$ cat src/rtl/axis_video_pattern_gen_if.sv
// AXI4-Stream video bus between the pattern generator and its sink.
// DATA_W must equal BITS_PER_PIXEL * PIXEL_PER_CLK of the attached generator.
interface axis_video_pattern_gen_if #(
  parameter int DATA_W = 32
) ();
  logic [DATA_W-1:0] tdata;
  logic              tvalid;
  logic              tready;
  logic              tlast;
  logic              tuser;

  modport master (output tdata, output tvalid, output tlast, output tuser, input tready);
  modport slave  (input tdata, input tvalid, input tlast, input tuser, output tready);
endinterface

$ cat src/rtl/axis_video_pattern_gen.sv
// AXI4-Stream video test-pattern generator: solid, gradient, colour bars, checker.
// Optional macro AXIS_VPG_FRAME_ID_EN puts an 8-bit frame counter into the alpha byte.
module axis_video_pattern_gen #(
  parameter int IMAGE_WIDTH    = 960,
  parameter int IMAGE_HEIGHT   = 540,
  parameter int PIXEL_PER_CLK  = 1,
  parameter int BITS_PER_PIXEL = 32,
  parameter int FRAME_GAP      = 4
) (
  input  logic                clk,
  input  logic                rst_n,
  input  logic                start,
  input  logic                continuous,
  input  logic [1:0]          pattern_sel,
  axis_video_pattern_gen_if.master m_axis_video_out,
  output logic                busy,
  output logic                frame_done
);

  localparam int DW    = BITS_PER_PIXEL * PIXEL_PER_CLK;
  localparam int XW    = $clog2(IMAGE_WIDTH + 1);
  localparam int YW    = $clog2(IMAGE_HEIGHT + 1);
  localparam int GW    = $clog2(FRAME_GAP + 1);
  localparam int BAR_W = (IMAGE_WIDTH / 8 > 0) ? IMAGE_WIDTH / 8 : 1;

  localparam logic [XW-1:0] LAST_X   = XW'(IMAGE_WIDTH - PIXEL_PER_CLK);
  localparam logic [XW-1:0] STEP_X   = XW'(PIXEL_PER_CLK);
  localparam logic [YW-1:0] LAST_Y   = YW'(IMAGE_HEIGHT - 1);
  localparam logic [GW-1:0] GAP_LAST = GW'(FRAME_GAP - 1);

  typedef enum logic [1:0] {IDLE, ACTIVE, GAP} state_t;

  state_t          state_q, state_d;
  logic [XW-1:0]   x_q, x_d, x_nxt;
  logic [YW-1:0]   y_q, y_d, y_nxt;
  logic [GW-1:0]   gap_q, gap_d;
  logic [1:0]      pat_q, pat_d, pat_use;
  logic [DW-1:0]   tdata_q, tdata_d, beat;
  logic            tvalid_q, tvalid_d;
  logic            tlast_q, tlast_d;
  logic            tuser_q, tuser_d;
  logic            busy_q, busy_d;
  logic            done_q, done_d;
  logic            load;
  logic            last_beat;
  logic [7:0]      alpha;

`ifdef AXIS_VPG_FRAME_ID_EN
  logic [7:0] fid_q, fid_d;
  assign alpha = fid_q;
`else
  assign alpha = 8'hFF;
`endif

  // One pixel, laid out B[31:24] G[23:16] R[15:8] A[7:0].
  function automatic logic [31:0] pixel(input logic [1:0] pat, input logic [31:0] col,
                                        input logic [31:0] row, input logic [7:0] a);
    logic [31:0] bar;
    logic [2:0]  c;
    pixel = {24'h000000, a};
    case (pat)
      2'd0: pixel[31:8] = 24'hFFFFFF;
      2'd1: pixel[31:8] = {col[7:0], col[7:0], col[7:0]};
      2'd2: begin
        bar = col / 32'(BAR_W);
        if (bar > 32'd7) bar = 32'd7;
        c = 3'(32'd7 - bar);
        pixel[31:24] = {8{c[0]}};
        pixel[23:16] = {8{c[1]}};
        pixel[15:8]  = {8{c[2]}};
      end
      default: pixel[31:8] = {24{col[3] ^ row[3]}};
    endcase
  endfunction

  assign last_beat = (x_q == LAST_X) && (y_q == LAST_Y);

  always_comb begin
    state_d  = state_q;
    x_d      = x_q;
    y_d      = y_q;
    gap_d    = gap_q;
    pat_d    = pat_q;
    tdata_d  = tdata_q;
    tvalid_d = tvalid_q;
    tlast_d  = tlast_q;
    tuser_d  = tuser_q;
    busy_d   = busy_q;
    done_d   = 1'b0;
    load     = 1'b0;
    x_nxt    = x_q;
    y_nxt    = y_q;
    pat_use  = pat_q;
`ifdef AXIS_VPG_FRAME_ID_EN
    fid_d    = fid_q;
`endif
    case (state_q)
      IDLE: begin
        if (start || continuous) begin
          state_d = ACTIVE;
          pat_d   = pattern_sel;
          x_d     = '0;
          y_d     = '0;
          busy_d  = 1'b1;
        end
      end
      ACTIVE: begin
        // First cycle after leaving IDLE only primes the output register.
        if (!tvalid_q) begin
          load     = 1'b1;
          tvalid_d = 1'b1;
        end else if (m_axis_video_out.tready) begin
          if (last_beat) begin
            state_d  = GAP;
            tvalid_d = 1'b0;
            tlast_d  = 1'b0;
            tuser_d  = 1'b0;
            done_d   = 1'b1;
            gap_d    = '0;
            x_d      = '0;
            y_d      = '0;
`ifdef AXIS_VPG_FRAME_ID_EN
            fid_d    = fid_q + 8'd1;
`endif
          end else begin
            if (x_q == LAST_X) begin
              x_nxt = '0;
              y_nxt = y_q + YW'(1);
            end else begin
              x_nxt = x_q + STEP_X;
            end
            x_d  = x_nxt;
            y_d  = y_nxt;
            load = 1'b1;
          end
        end
      end
      GAP: begin
        if (gap_q == GAP_LAST) begin
          gap_d = '0;
          if (continuous) begin
            // Back-to-back frames present beat 0 straight away, so the idle run is FRAME_GAP cycles.
            state_d  = ACTIVE;
            pat_d    = pattern_sel;
            pat_use  = pattern_sel;
            x_nxt    = '0;
            y_nxt    = '0;
            load     = 1'b1;
            tvalid_d = 1'b1;
          end else begin
            state_d = IDLE;
            busy_d  = 1'b0;
          end
        end else begin
          gap_d = gap_q + GW'(1);
        end
      end
      default: state_d = IDLE;
    endcase

    beat = '0;
    for (int i = 0; i < PIXEL_PER_CLK; i++)
      beat[i*32 +: 32] = pixel(pat_use, 32'(x_nxt) + 32'(i), 32'(y_nxt), alpha);
    if (load) begin
      tdata_d = beat;
      tlast_d = (x_nxt == LAST_X);
      tuser_d = (x_nxt == '0) && (y_nxt == '0);
    end
  end

  always_ff @(posedge clk) begin
    if (!rst_n) begin
      state_q  <= IDLE;
      x_q      <= '0;
      y_q      <= '0;
      gap_q    <= '0;
      pat_q    <= '0;
      tdata_q  <= '0;
      tvalid_q <= 1'b0;
      tlast_q  <= 1'b0;
      tuser_q  <= 1'b0;
      busy_q   <= 1'b0;
      done_q   <= 1'b0;
`ifdef AXIS_VPG_FRAME_ID_EN
      fid_q    <= '0;
`endif
    end else begin
      state_q  <= state_d;
      x_q      <= x_d;
      y_q      <= y_d;
      gap_q    <= gap_d;
      pat_q    <= pat_d;
      tdata_q  <= tdata_d;
      tvalid_q <= tvalid_d;
      tlast_q  <= tlast_d;
      tuser_q  <= tuser_d;
      busy_q   <= busy_d;
      done_q   <= done_d;
`ifdef AXIS_VPG_FRAME_ID_EN
      fid_q    <= fid_d;
`endif
    end
  end

  assign m_axis_video_out.tdata  = tdata_q;
  assign m_axis_video_out.tvalid = tvalid_q;
  assign m_axis_video_out.tlast  = tlast_q;
  assign m_axis_video_out.tuser  = tuser_q;
  assign busy       = busy_q;
  assign frame_done = done_q;

endmodule

$ cat src/flat_wrapper.sv
// flat-port wrapper written by rule: the top's interface ports become plain ports
module axis_video_pattern_gen_flat 
#(
  parameter int IMAGE_WIDTH    = 960,
  parameter int IMAGE_HEIGHT   = 540,
  parameter int PIXEL_PER_CLK  = 1,
  parameter int BITS_PER_PIXEL = 32,
  parameter int FRAME_GAP      = 4
)
  (clk, rst_n, start, continuous, pattern_sel, busy, frame_done, m_axis_video_out_tdata, m_axis_video_out_tvalid, m_axis_video_out_tlast, m_axis_video_out_tuser, m_axis_video_out_tready);
  axis_video_pattern_gen_if #(.DATA_W(32)) m_axis_video_out_i ();
  input  logic clk;
  input  logic rst_n;
  input  logic start;
  input  logic continuous;
  input  logic [1:0] pattern_sel;
  output logic busy;
  output logic frame_done;
  output wire logic [$bits(m_axis_video_out_i.tdata)-1:0] m_axis_video_out_tdata;
  output wire logic [$bits(m_axis_video_out_i.tvalid)-1:0] m_axis_video_out_tvalid;
  output wire logic [$bits(m_axis_video_out_i.tlast)-1:0] m_axis_video_out_tlast;
  output wire logic [$bits(m_axis_video_out_i.tuser)-1:0] m_axis_video_out_tuser;
  input wire logic [$bits(m_axis_video_out_i.tready)-1:0] m_axis_video_out_tready;
  assign m_axis_video_out_tdata = m_axis_video_out_i.tdata;
  assign m_axis_video_out_tvalid = m_axis_video_out_i.tvalid;
  assign m_axis_video_out_tlast = m_axis_video_out_i.tlast;
  assign m_axis_video_out_tuser = m_axis_video_out_i.tuser;
  assign m_axis_video_out_i.tready = m_axis_video_out_tready;
  axis_video_pattern_gen #(.IMAGE_WIDTH(IMAGE_WIDTH), .IMAGE_HEIGHT(IMAGE_HEIGHT), .PIXEL_PER_CLK(PIXEL_PER_CLK), .BITS_PER_PIXEL(BITS_PER_PIXEL), .FRAME_GAP(FRAME_GAP)) u_core (.clk(clk), .rst_n(rst_n), .start(start), .continuous(continuous), .pattern_sel(pattern_sel), .m_axis_video_out(m_axis_video_out_i), .busy(busy), .frame_done(frame_done));
endmodule
$ cat config.mk
export PLATFORM = sky130hd
export DESIGN_NAME = axis_video_pattern_gen_flat
export DESIGN_NICKNAME = d
export VERILOG_FILES = /design/src/rtl/axis_video_pattern_gen_if.sv /design/src/rtl/axis_video_pattern_gen.sv /design/src/flat_wrapper.sv
export SDC_FILE = /design/constraint.sdc
export NUM_CORES = 1
export LEC_CHECK = 0
export ABC_AREA = 1
export BUFFER_PORTS_ARGS = -buffer_cell sky130_fd_sc_hd__buf_2
export CAP_MARGIN = 0
export CORE_MARGIN = 2
export CORE_UTILIZATION = 44
export CTS_CLUSTER_SIZE = 8
export DETAILED_ROUTE_END_ITERATION = 8
export GPL_TIMING_DRIVEN = 0
export PLACE_DENSITY = 0.6
export SLEW_MARGIN = 20
export SYNTH_ARGS = -nofsm -noshare
export SYNTH_HDL_FRONTEND = slang
export SYNTH_SLANG_ARGS = --single-unit
$ cat constraint.sdc
create_clock -name clk -period 6.24 [get_ports clk]
set_input_delay 1.248 -clock clk [delete_from_list [all_inputs] [get_ports clk]]
set_output_delay 1.248 -clock clk [all_outputs]
set_load 0.1 [all_outputs]
* Yosys cells after proc, flatten, opt, wreduce, memory -nomap -nowiden
Cells that the tools add are included.
Storage, ports and cells: input bits 7, bits in registers 64, logic and storage cells 120, output and inout bits 37
Operators by class: reductions and logical operators 22, multiplexer cells 65, div/mod/pow operators 1, bitwise gates (word level) 1, add/sub/neg operators 4, magnitude comparators 1, equality and inequality tests 15
Operators with widths (number):
- $mux W10 | 19
- $pmux W10 S2 | 4
- $pmux W24 S3 | 1
- $div A10 B7 Y32 const B | 1
- $gt A32 B3 Y1 const B | 1
- $eq A10 B10 Y1 const B | 3
- $add A10 B1 Y10 const B | 2
- $logic_not A10 Y1 | 2
- $mux W1 | 20
- $reduce_and A4 Y1 | 5
- $mux W2 | 9
- $mux W3 | 6
- $reduce_bool A2 Y1 | 7
- $ne A2 B1 Y1 const B | 4
- $ne A2 B2 Y1 const B | 3
- $pmux W1 S2 | 3
- $pmux W2 S3 | 1
- $pmux W3 S2 | 1
- $reduce_and A5 Y1 | 1
- $eq A2 B1 Y1 const B | 2
- $eq A2 B2 Y1 const B | 2
- $logic_not A2 Y1 | 2
- $pmux W2 S2 | 1
- $add A3 B1 Y3 const B | 1
- 7 further kinds | 8

* Longest topological paths before layout
Gate-level depths: netlist of run 1.
depth after elaboration 12, depth in mapped cells 29, mapped depth without buffers 29

* Worst setup path before layout of run 1
Ideal clock, no wire load.
kind input port to flip-flop, from input port m_axis_video_out_tready, to register u_core.tdata_q[24], in the netlist u_core.m_axis_video_out.tdata[24], data required time 6176 ps, cell stages on the path 22, setup slack 2699 ps, path buffers 0, data arrival time 3477 ps, path through nand2_1 inv_1 nand2_4 nor2_2 nand2_1 nand2_4 nand2_4 nor2_1 ha_1 inv_1 nand4_1 nand2_1 nand3_2 nand2_2 nand4_2 nand2_1 nand2_1 nand2_1 nand2_2 nor2_8 nor2_2 nor2_2
On the way: cells in the longest elaborated chain, start to end 9, elaborated cells on any way between the ends 16, classes of those cells add/sub: 1; div: 1; order compare: 1; mux: 12; bitwise: 1
Ends and longest elaborated chain:
- start: declaration | line flat_wrapper.sv:23 | input wire logic [$bits(m_axis_video_out_i.tready)-1:0] m_axis_video_out_tready;
- $mux W10 | line axis_video_pattern_gen.sv:112 | end else if (m_axis_video_out.tready) begin
- $mux W10 | line axis_video_pattern_gen.sv:109 | if (!tvalid_q) begin
- $pmux W10 S2 | line axis_video_pattern_gen.sv:97 | case (state_q)
- $div A10 B7 Y32 | line axis_video_pattern_gen.sv:65 | bar = col / 32'(BAR_W);
- $gt A32 B3 Y1 | line axis_video_pattern_gen.sv:66 | if (bar > 32'd7) bar = 32'd7;
- $mux W3 | line axis_video_pattern_gen.sv:66
- $mux W3 | line axis_video_pattern_gen.sv:61 | case (pat)
- $sub A3 B3 Y3 | line axis_video_pattern_gen.sv:67 | c = 3'(32'd7 - bar);
- $pmux W24 S3 | line axis_video_pattern_gen.sv:61
- end signal: assignment | line axis_video_pattern_gen.sv:193 | tdata_q <= tdata_d;
- end: declaration | line axis_video_pattern_gen.sv:38 | logic [DW-1:0] tdata_q, tdata_d, beat;
Several ways; a longest one is shown, not always the timed one. The select of a mux whose other input is x is not followed. A chain may end at the register's enable or synchronous reset.

* Worst setup path in the final report of run 1
from input port m_axis_video_out_tready, to register u_core.tdata_q[17], in the netlist u_core.m_axis_video_out.tdata[17]
The elaborated chain is that of the path after synthesis.

==> results of run 1 <==
-- kinds of logic after synthesis --
kind of cell               count (synthesis)
DFF                                       57
adders and majority gates                  8
buffers and inverters                     98
AOI/OAI and AO/OA                        109
and+or+nand+nor                          252
xor gates and xnor gates                  13
-- worst min-delay path: cells and delay by family, from the launching register on --
kind / cells / cell delay (ns)
AND/OR/NAND/NOR: 1 / 0.08
buffers and inverters: 1 / 0.04
flip-flops: 1 / 0.32
-- final timing paths --
path,to,slack (ns)
setup / recovery,u_core.m_axis_video_out.tdata[17],2.49
hold / removal,u_core.gap_q[2],0.47
setup reg to reg,u_core.m_axis_video_out.tdata[17],2.75
hold reg to reg,u_core.gap_q[2],0.47
-- registers in the layout (all words and copies together) (netlist names) --
signal,flops
u_core.busy,1
u_core.frame_done,1
u_core.gap_q,3
u_core.m_axis_video_out.tdata,25
u_core.m_axis_video_out.tlast,1
u_core.m_axis_video_out.tuser,1
u_core.m_axis_video_out.tvalid,1
u_core.pat_q,2
u_core.state_q,2
u_core.x_q,10
u_core.y_q,10
-- cells in the final DEF (no fill, tap or decap) --
cell and count:
clkinv_2 2, clkbuf_8 9, buf_6 1, a22oi_1 6, xnor2_1 3, buf_4 7, clkbuf_1 9, or2_2 2
a31oi_1 1, inv_1 69, nand2_1 99, xor2_1 10, ha_1 8, nand4_1 14, o21ai_1 1, o211ai_1 2
buf_2 44, o21ai_0 44, a21oi_1 50, nor2_1 50, clkinvlp_4 5, nand2_2 11, nand3_1 25, o2111ai_1 1
nor3_1 13, dfxtp_1 57, o221ai_1 1, nand3_2 4, nor2_8 2, nand2_4 7, nor4_1 4, a221oi_1 2
nand4_2 1, nor2_4 2, o41ai_1 1, clkinv_1 4, inv_2 7, nor2_2 18
-- cell usage after synthesis, drive strengths merged --
| cell type | number | area (sq um) |
|---|---|---|
| nand2 | 117 | 519 |
| inv | 76 | 285 |
| nor2 | 72 | 363 |
| dfxtp | 57 | 1140 |
| a21oi | 50 | 250 |
| o21ai | 45 | 225 |
| nand3 | 29 | 165 |
| nand4 | 15 | 100 |
| nor3 | 13 | 65.1 |
| xor2 | 10 | 87.6 |
| buf | 9 | 68.8 |
| clkbuf | 9 | 33.8 |
| ha | 8 | 100 |
| a22oi | 6 | 45.0 |
| clkinv | 4 | 15.0 |
| nor4 | 4 | 25.0 |
| xnor2 | 3 | 26.3 |
| a221oi | 2 | 17.5 |
| o211ai | 2 | 15.0 |
| or2 | 2 | 12.5 |
| a31oi | 1 | 6.26 |
| o2111ai | 1 | 8.76 |
| o221ai | 1 | 8.76 |
| o41ai | 1 | 8.76 |
-- power groups by stage --
stage	clock network, mW	logic, mW	registers [mW]
after CTS	0.321	1.28	0.495
after detailed placement	0	1.28	0.502
after floorplan	0	0.593	0.961
after global routing	0.339	1.38	0.506
final	0.314	1.28	0.494
after global placement	0	1.27	0.500
-- through the flow --
stage	power, mW	area, sq um	std cells	setup slack (ns)	util [%]
2_1_floorplan	1.55	3590	537	2.70	-
3_3_place_gp	1.77	3940	682	2.22	50.4
3_5_place_dp	1.78	3940	682	2.19	50.4
4_1_cts	2.10	4110	698	2.54	52.6
5_1_grt	2.23	4110	698	2.21	52.6
6_report	2.09	4110	698	2.49	52.6
-- routing by layer --
| metal | GRT usage, % | wire [um] | vias up |
|---|---|---|---|
| met1 | 32.4 | 4860 | 1657 |
| li1 | - | - | 1856 |
| met2 | 37.6 | 4370 | 57 |
| met3 | 4.23 | 355 | 10 |
| met4 | 8.09 | 102 | 0 |
| met5 | 0 | 0 | - |
-- layout make-up --
class                      count  area (sq um)
buffer                        18           103
clock buffer                   9           124
clock inverter                 7          47.5
fill                         831          3700
inverter                      80           300
multi-input combinational    382          2050
sequential                    57          1140
tap                          102           128
timing repair buffer          43           215
==> impl_results.md, run 1 <==
- Gr usage total: a little under a quarter
- Fraction of layout cells with a size suffix above 1: 20.5%
- CP Capture Type: register
- Adder-cell area share of the yosys netlist: 2.79%
- CTS Hold Buffers Added: 0
- Hold path cells: 2
- Sequential cell area fraction in the yosys report: 31.8%
- Final Max Tran Viols: 0
- Leak pwr: 1.92 nW
- Post-CTS Setup Bufs: 0
- Synth Register Bits: 57
- RSZ-0062 raised after global routing: false
- Post-Synth Simple-Gate Area: between 30% and 40%
- Initial antenna violation count: 0
- Cell Pwr Density: 508 nW/um^2
- Crit path launch: m_axis_video_out_tready
- Iteration-0 DRC Markers: 153
- Synth Cell Area: about 3600 sq um
- Cts bufs inserted: 9
- Mapped Avg Cell Area: 6.69 sq um
- DRT Pass-1 Iters: 4
- P_sw: 1.25 mW
- Synth Area in Compound Gates: 16.3%
- Slowest cell on crit path: nand4_1
- Reg clk slew, reported paths: 0.08 ns
- Final wirelength: 9690 um
- Main combinational cell family by area after synthesis: simple AND/OR/NAND/NOR gates
- CP Max Fanout: 8
- Synth unique cells: 35
- Synthesized instance count: 537
- Core footprint: slightly below 8000 sq um
- Synth-to-Final Area Change: 14.3%
- Number of vias per cell: 5.13
- DR vias: roughly 3600
- Largest net degree at the start of global routing: 12
- Critical Path AT: 4.02 ns
- CTS tree: built
- Die height: 94.4 um
- Final Hold Slack: 0.467 ns
- Post-Synth XOR/XNOR Area: 3.17%
- Sw Ratio: 60.1%
- CTS Buffer Depth: 2
- H-tree level count: 3
- Ys Warns: 0
- Max Fclk: 267 MHz
- VDD IR max: roughly 0.38 mV
- Critical Path RT: 6.51 ns
- Relative slew slack: 30.1%
- Gate power share: just over 60%
- Reg2Reg Launch Point: u_core.x_q[0]
- Gates resized, CTS repair: 0
- CP Launch Type: input pin
- Root buf cell: clkbuf_8
- Hold Fails Final Rpt: 0
- Synthesized Nets: roughly 550
- Crit-path max cell delay: 0.36 ns
- Internal power: 0.832 mW
- Total of max-cap violations: 0
- Final #Nets: 606
- Hold Path Class: register to register
- Mux cell area share after synthesis: 0%
- Grt ovf: 0
- Clock Latency Late Sink: 0.35 ns
- Period utilization: about three fifths
- Fin Setup TNS: 0 ns
- Delay-heaviest family, CP: simple AND/OR/NAND/NOR gates
- Antenna Cells: 0
- Critical path depth: 19
- Period minus WS final: 3.75 ns
- Gpl congestion: 0.902
- Final ANT Viol Nets: 0
- # IOs: 44
- First-pass GRT wire length: 16500 um
- Crit path kind: input pin to register
- HP Start: u_core.gap_q[2]
- Die ar.: 8910 sq um
- Outcome: finished, final reports clean
- Sequential share of power: 23.7%
- Reg2Reg Depth: 23
- Initial Util: 46.0%
- DRC violations left: 0
- Port-buffer cells: between 40 and 50
- Vias in the first global route: 3477
- Clk pwr share: 15.0%
- Row count: 32
- Most common cell type on the critical path: nand2_1
- Worst slew pin tran: between 1 and 1.5 ns
- CP Cell Sequence: buf_2 > nand2_1 > inv_1 > nand2_4 > nor2_2 > nand2_1 > nand2_4 > nand2_4 > nor2_1 > ha_1 > inv_1 > nand4_1 > nand2_1 > nand3_2 > nand2_1 > nand2_2 > inv_2 > nand4_1 > a21oi_1
- Wire per inst: around 14 um
- WP buf/inv: 4
- Setup violations, final: 0
- Die X: roughly 94 um
- CTS sink count: 57
- DP Wirelength: ~7400 um
- Worst-case clock skew: 0.0151 ns
(Power assumes the default switching activity.)
==> run 2: changes to the inputs <==
--- a/config.mk
+++ b/config.mk
@@ -13,7 +13,7 @@
 export CTS_CLUSTER_SIZE = 8
 export DETAILED_ROUTE_END_ITERATION = 8
 export GPL_TIMING_DRIVEN = 0
-export PLACE_DENSITY = 0.6
+export PLACE_DENSITY = 0.63
 export SLEW_MARGIN = 20
 export SYNTH_ARGS = -nofsm -noshare
 export SYNTH_HDL_FRONTEND = slang
==> constraint.sdc (replaced) <==
create_clock -name clk -period 3.25 [get_ports clk]
set_input_delay 0.65 -clock clk [delete_from_list [all_inputs] [get_ports clk]]
set_output_delay 0.65 -clock clk [all_outputs]
set_load 0.1 [all_outputs]
==> impl_results.md, run 2 (synthesis results as in run 1) <==
- Grt ovf: 0
- H-tree level count: 3
- Final ANT Viol Nets: 0
- Total of max-cap violations: 0
- Hold path cells: 2
- CTS tree: built
- CP Capture Type: register
- CP Max Fanout: 8
- Gr usage total: 24.2%
- Hold Path Class: register to register
- CTS sink count: 57
- Final Max Tran Viols: 0
- DRT Pass-1 Iters: 5
- CTS Hold Buffers Added: 0
- Hold Fails Final Rpt: 0
- Min setup slack post-route: 0.180 ns
- Antenna Cells: 0
- Largest register FFs: 25
- Vias in the first global route: 3543
- Die height: 94.4 um
- Most frequent cells in the layout: nand2_1, inv_1, a21oi_1
- DP Wirelength: 7290 um
- CTS Buffer Depth: 2
- Wire per inst: 14.3 um
- Worst slew pin tran: ~0.71 ns
- First-pass GRT wire length: 17000 um
- Final wirelength: 10400 um
- # IOs: 44
- Largest net degree at the start of global routing: 13
- Crit path kind: register to register
- DRC violations left: 0
- Cell Pwr Density: 965 nW/um^2
- Placed cells: about 700
- VDD IR max: about 0.63 mV
- Iteration-0 DRC Markers: 305
- Max Fclk: 326 MHz
- Cts bufs inserted: 9
- Gpl congestion: 0.910
- Die ar.: 8910 sq um
- Synth-to-Final Area Change: 27.4%
- HP Start: u_core.gap_q[1]
- Final Hold Slack: 0.476 ns
- Row count: 32
- Most common cell after layout, fill and taps aside: nand2_1
- Critical Path AT: 3.37 ns
- DP Worst Slack: -0.247 ns
- Critical Path RT: around 3.6 ns
- Die X: ~94 um
- Reg2Reg Launch Point: u_core.x_q[2]
- Fraction of layout cells with a size suffix above 1: a little under a third
- Number of vias per cell: roughly 5.3
- Relative slew slack: 52.6%
- Reg clk slew, reported paths: roughly 0.070 ns
- Worst-case clock skew: roughly 0.012 ns
- Root buf cell: clkbuf_8
- Clock Latency Late Sink: approximately 0.36 ns
- Period minus WS final: 3.07 ns
- Initial antenna violation count: 0
- Outcome: finished, final reports clean
- Hold Path End: u_core.gap_q[1]
- Reg2Reg Depth: 26
- Port-buffer cells: 43
- CP Launch Type: register
- Initial Util: 46.0%
- Number of fill cells in the layout: 776
- Setup violations, final: 0
- DR vias: 3858
- Period utilization: 94.5%
- Core footprint: 7810 sq um
- R2R setup slack: 0.18 ns
- Non-filler cells, final: 725
- Leak pwr: 2.12 nW
- Reg2Reg Capture Point: u_core.m_axis_video_out.tdata[25]
- Final #Nets: ~630
==> run 2: changes by cell type in the layout (fill, tap and decap cells not counted), sizes merged <==
cell      before  now
inv           76   78
buf           52   79
clkinvlp       5    0
bufinv         0    3
==> run 2: critical path, cell delays in order, from the launching register on <==
cell,delay (ns)
dfxtp_1,0.49
nand2_2,0.10
nor2_4,0.11
nand2_2,0.09
nor2_4,0.13
nand2_4,0.07
nand2_4,0.10
buf_6,0.11
nand2_1,0.05
nand2_2,0.07
nand2_4,0.08
nand2_8,0.11
nor2_4,0.03
ha_1,0.26
inv_1,0.05
nand4_1,0.09
nand2_2,0.12
nand3_4,0.11
nand2_2,0.09
nand2_2,0.07
inv_2,0.08
nand4_1,0.08
nand2_1,0.08
nand2_2,0.08
nor2_8,0.21
nor2_2,0.05
nor2_2,0.09
==> run 2: layer usage <==
layer | track usage, % | wire length (um) | vias up
met2 | 39.5 | 5010 | 113
met3 | 4.71 | 509 | 19
met5 | 0 | 0 | -
met1 | 31.7 | 4660 | 1812
li1 | - | - | 1914
met4 | 9.06 | 206 | 0
==> run 2: how the worst max path moves through the flow <==
stage,startpoint,endpoint,slack [ns]
floorplan,u_core.m_axis_video_out.tvalid,u_core.m_axis_video_out.tdata[24],0.22
detailed placement,m_axis_video_out_tready,u_core.m_axis_video_out.tdata[27],-0.25
global placement,m_axis_video_out_tready,u_core.m_axis_video_out.tdata[29],-0.20
CTS,u_core.state_q[0],u_core.m_axis_video_out.tdata[27],0.005
global route,u_core.x_q[2],u_core.m_axis_video_out.tdata[25],-0.09
finish,u_core.x_q[2],u_core.m_axis_video_out.tdata[25],0.18
==> run 2: stage by stage <==
step	TNS, ns	area, sq um	utilization, %	total power, mW
floorplan	0	3590	-	2.98
global placement	-2.77	3940	50.4	3.40
detailed placement	-3.49	3940	50.4	3.42
CTS	0	4280	54.8	4.34
global route	-0.394	4580	58.6	4.65
finish	0	4580	58.6	4.42
==> run 2: layout make-up <==
| type | count | area (sq um) | area share [%] |
|---|---|---|---|
| clock buffer | 9 | 124 | 2.71 |
| buffer | 18 | 103 | 2.24 |
| tap | 102 | 128 | 2.79 |
| inverter | 80 | 303 | 6.61 |
| sequential | 57 | 1160 | 25.3 |
| timing repair buffer | 70 | 422 | 9.21 |
| multi-input combinational | 382 | 2220 | 48.4 |
| clock inverter | 7 | 125 | 2.73 |
==> run 2: power by group <==
group          internal (mW)  leakage (nW)  switching [mW]
combinational          0.538          1.53            2.07
sequential             0.862         0.469          0.0946
clock                  0.517         0.124           0.340
==> run 2: timing repair <==
action,CTS,global route
setup buffers,6,21
gates resized for setup,11,42
pin swaps,8,22
gates cloned,0,0
setup endpoints to repair,16,25
==> run 3: changes to the inputs <==
--- a/config.mk
+++ b/config.mk
@@ -13,7 +13,7 @@
 export CTS_CLUSTER_SIZE = 8
 export DETAILED_ROUTE_END_ITERATION = 8
 export GPL_TIMING_DRIVEN = 0
-export PLACE_DENSITY = 0.63
+export PLACE_DENSITY = 0.6
 export SLEW_MARGIN = 20
 export SYNTH_ARGS = -nofsm -noshare
 export SYNTH_HDL_FRONTEND = slang
==> constraint.sdc (replaced) <==
create_clock -name clk -period 3.6 [get_ports clk]
set_input_delay 0.72 -clock clk [delete_from_list [all_inputs] [get_ports clk]]
set_output_delay 0.72 -clock clk [all_outputs]
set_load 0.1 [all_outputs]
==> impl_results.md, run 3 (synthesis results as in run 1) <==
- Root buf cell: clkbuf_8
- CTS Hold Buffers Added: 0
- Gpl congestion: 0.902
- Fin Setup TNS: 0 ns
- Area of the multi-input gates: between 2000 and 2500 sq um
- Leak pwr: 1.95 nW
- Period utilization: 94.0%
- Final Max Tran Viols: 0
- Critical Path AT: 3.66 ns
- CTS sink count: between 50 and 60
- Gr usage total: about a quarter
- Internal power: between 1 and 1.5 mW
- Antenna Cells: 0
- P_sw: 2.19 mW
- First-pass GRT wire length: 16500 um
- # IOs: 44
- Placed cells: 682
- Hold Path Class: register to register
- Most common cell after layout, fill and taps aside: nand2_1
- CP Launch Type: register
- Register area: between 1000 and 1500 sq um
- DRT Pass-1 Iters: 5
- Cts bufs inserted: 9
- Wire per inst: 13.9 um
- Gate power share: 61.6%
- Crit path kind: register to register
- DR vias: 3629
- Final wirelength: ~9800 um
- Setup violations, final: 0
- Grt ovf: 0
- Total of max-cap violations: 0
- Final Hold Slack: 0.477 ns
- Port-buffer cells: 43
- Reg clk slew, reported paths: 0.08 ns
- Largest net degree at the start of global routing: 12
- Post-route cell area: 4200 sq um
- VDD IR max: roughly 0.66 mV
- Relative slew slack: 29.7%
- Hold Fails Final Rpt: 0
- Die height: 94.4 um
- Die ar.: around 8900 sq um
- Initial antenna violation count: 0
- Cell Pwr Density: 869 nW/um^2
- Row count: 32
- Largest register FFs: 25
- CP Max Fanout: 8
- Initial Util: 46.0%
- DRC violations left: 0
- DP Wirelength: 7410 um
- Iteration-0 DRC Markers: about 180
- Period minus WS final: between 3 and 4 ns
- Final #Nets: 612
- Vias in the first global route: 3477
- CTS tree: built
- Sw Ratio: 60.0%
- CP Capture Type: register
- Worst slew pin tran: 1.05 ns
- Outcome: finished, final reports clean
- Fraction of layout cells with a size suffix above 1: 22.3%
- Power, Total: 3.65 mW
- Sequential share of power: 23.4%
- Synth-to-Final Area Change: 16.9%
- Final ANT Viol Nets: 0
- Critical Path RT: 3.87 ns
- Max Fclk: 295 MHz
- Most frequent cells in the layout: nand2_1, inv_1, dfxtp_1
- Core footprint: 7810 sq um
- Worst-case clock skew: 0.0144 ns
- Clk pwr share: 14.9%
- CTS Buffer Depth: 2
- Number of fill cells in the layout: 814
- H-tree level count: 3
- Placed inst area: a little under 4000 sq um
- Die X: about 94 um
- Clock Latency Late Sink: 0.36 ns
- Non-filler cells, final: between 700 and 800
- Number of vias per cell: 5.15
==> run 3: cell types whose count changed in the layout (fill, tap and decap cells not counted), moves of 3 or more <==
cell	delta
nor2_4	-3
clkinvlp_4	+5
inv_1	+3
buf_4	-20
nor2_1	+5
bufinv_16	-3
dfxtp_2	-8
dfxtp_1	+8
nand2_1	+8
nand2_2	-5
==> run 3: worst max-delay path, stage by stage (launching register included) <==
cell	delay (ns)
dfxtp_4	0.38
ha_4	0.15
nand2_2	0.07
nor2_4	0.12
nand2_2	0.08
nor2_4	0.16
nand2_2	0.11
nand2_4	0.13
nand2_4	0.08
nand2_8	0.10
nand2_2	0.07
nand2_4	0.12
nand2_4	0.10
nor2_1	0.10
ha_1	0.23
inv_1	0.05
nand4_1	0.10
nand2_2	0.13
buf_4	0.12
nand3_2	0.08
nand4_2	0.16
nand4_1	0.37
a21oi_1	0.28
==> run 3: worst paths after layout <==
check,start,end,slack (ns),cells after the start
worst max register to register,u_core.x_q[0],u_core.m_axis_video_out.tdata[17],0.22,22
worst min register to register,u_core.gap_q[2],u_core.gap_q[2],0.48,2
worst max-delay path,u_core.x_q[0],u_core.m_axis_video_out.tdata[17],0.22,22
worst min-delay path,u_core.gap_q[2],u_core.gap_q[2],0.48,2
==> run 3: power by group through the flow <==
stage,clock network [mW],logic [mW],registers (mW)
2_1_floorplan,0,1.03,1.66
3_3_place_gp,0,2.20,0.867
3_5_place_dp,0,2.21,0.871
4_1_cts,0.557,2.22,0.857
5_1_grt,0.587,2.43,0.876
6_report,0.545,2.25,0.856
==> run 3: metal layers <==
layer | global-route usage (%) | vias to the layer above | share of wire [%]
met1 | 32.4 | 1676 | 50
met5 | 0 | - | 0
met4 | 8.09 | 0 | 1.3
met3 | 4.23 | 10 | 3.6
li1 | - | 1869 | -
met2 | 37.6 | 74 | 45
==> run 3: final cells by class <==
class / instances / share of cell area, %
clock inverters: 7 / 1.13
plain buffers: 18 / 2.44
well taps: 102 / 3.04
clock buffers: 9 / 2.95
repair buffers: 49 / 6.19
inverters: 80 / 7.15
multi-input cells: 382 / 49.8
flip-flops and latches: 57 / 27.3
==> run 3: per-stage QoR <==
| stage | setup WS [ns] | utilization, % |
|---|---|---|
| after detailed placement | 0.0783 | 50.4 |
| after floorplan | 0.188 | - |
| final | 0.215 | 53.8 |
| after CTS | 0.120 | 52.6 |
| after global placement | 0.105 | 50.4 |
| after global routing | -0.0216 | 53.8 |
==> run 3: repair_timing <==
| action | CTS | global route |
|---|---|---|
| setup buffers | 0 | 6 |
| gates resized for setup | 0 | 12 |
| setup endpoints to repair | 0 | 16 |
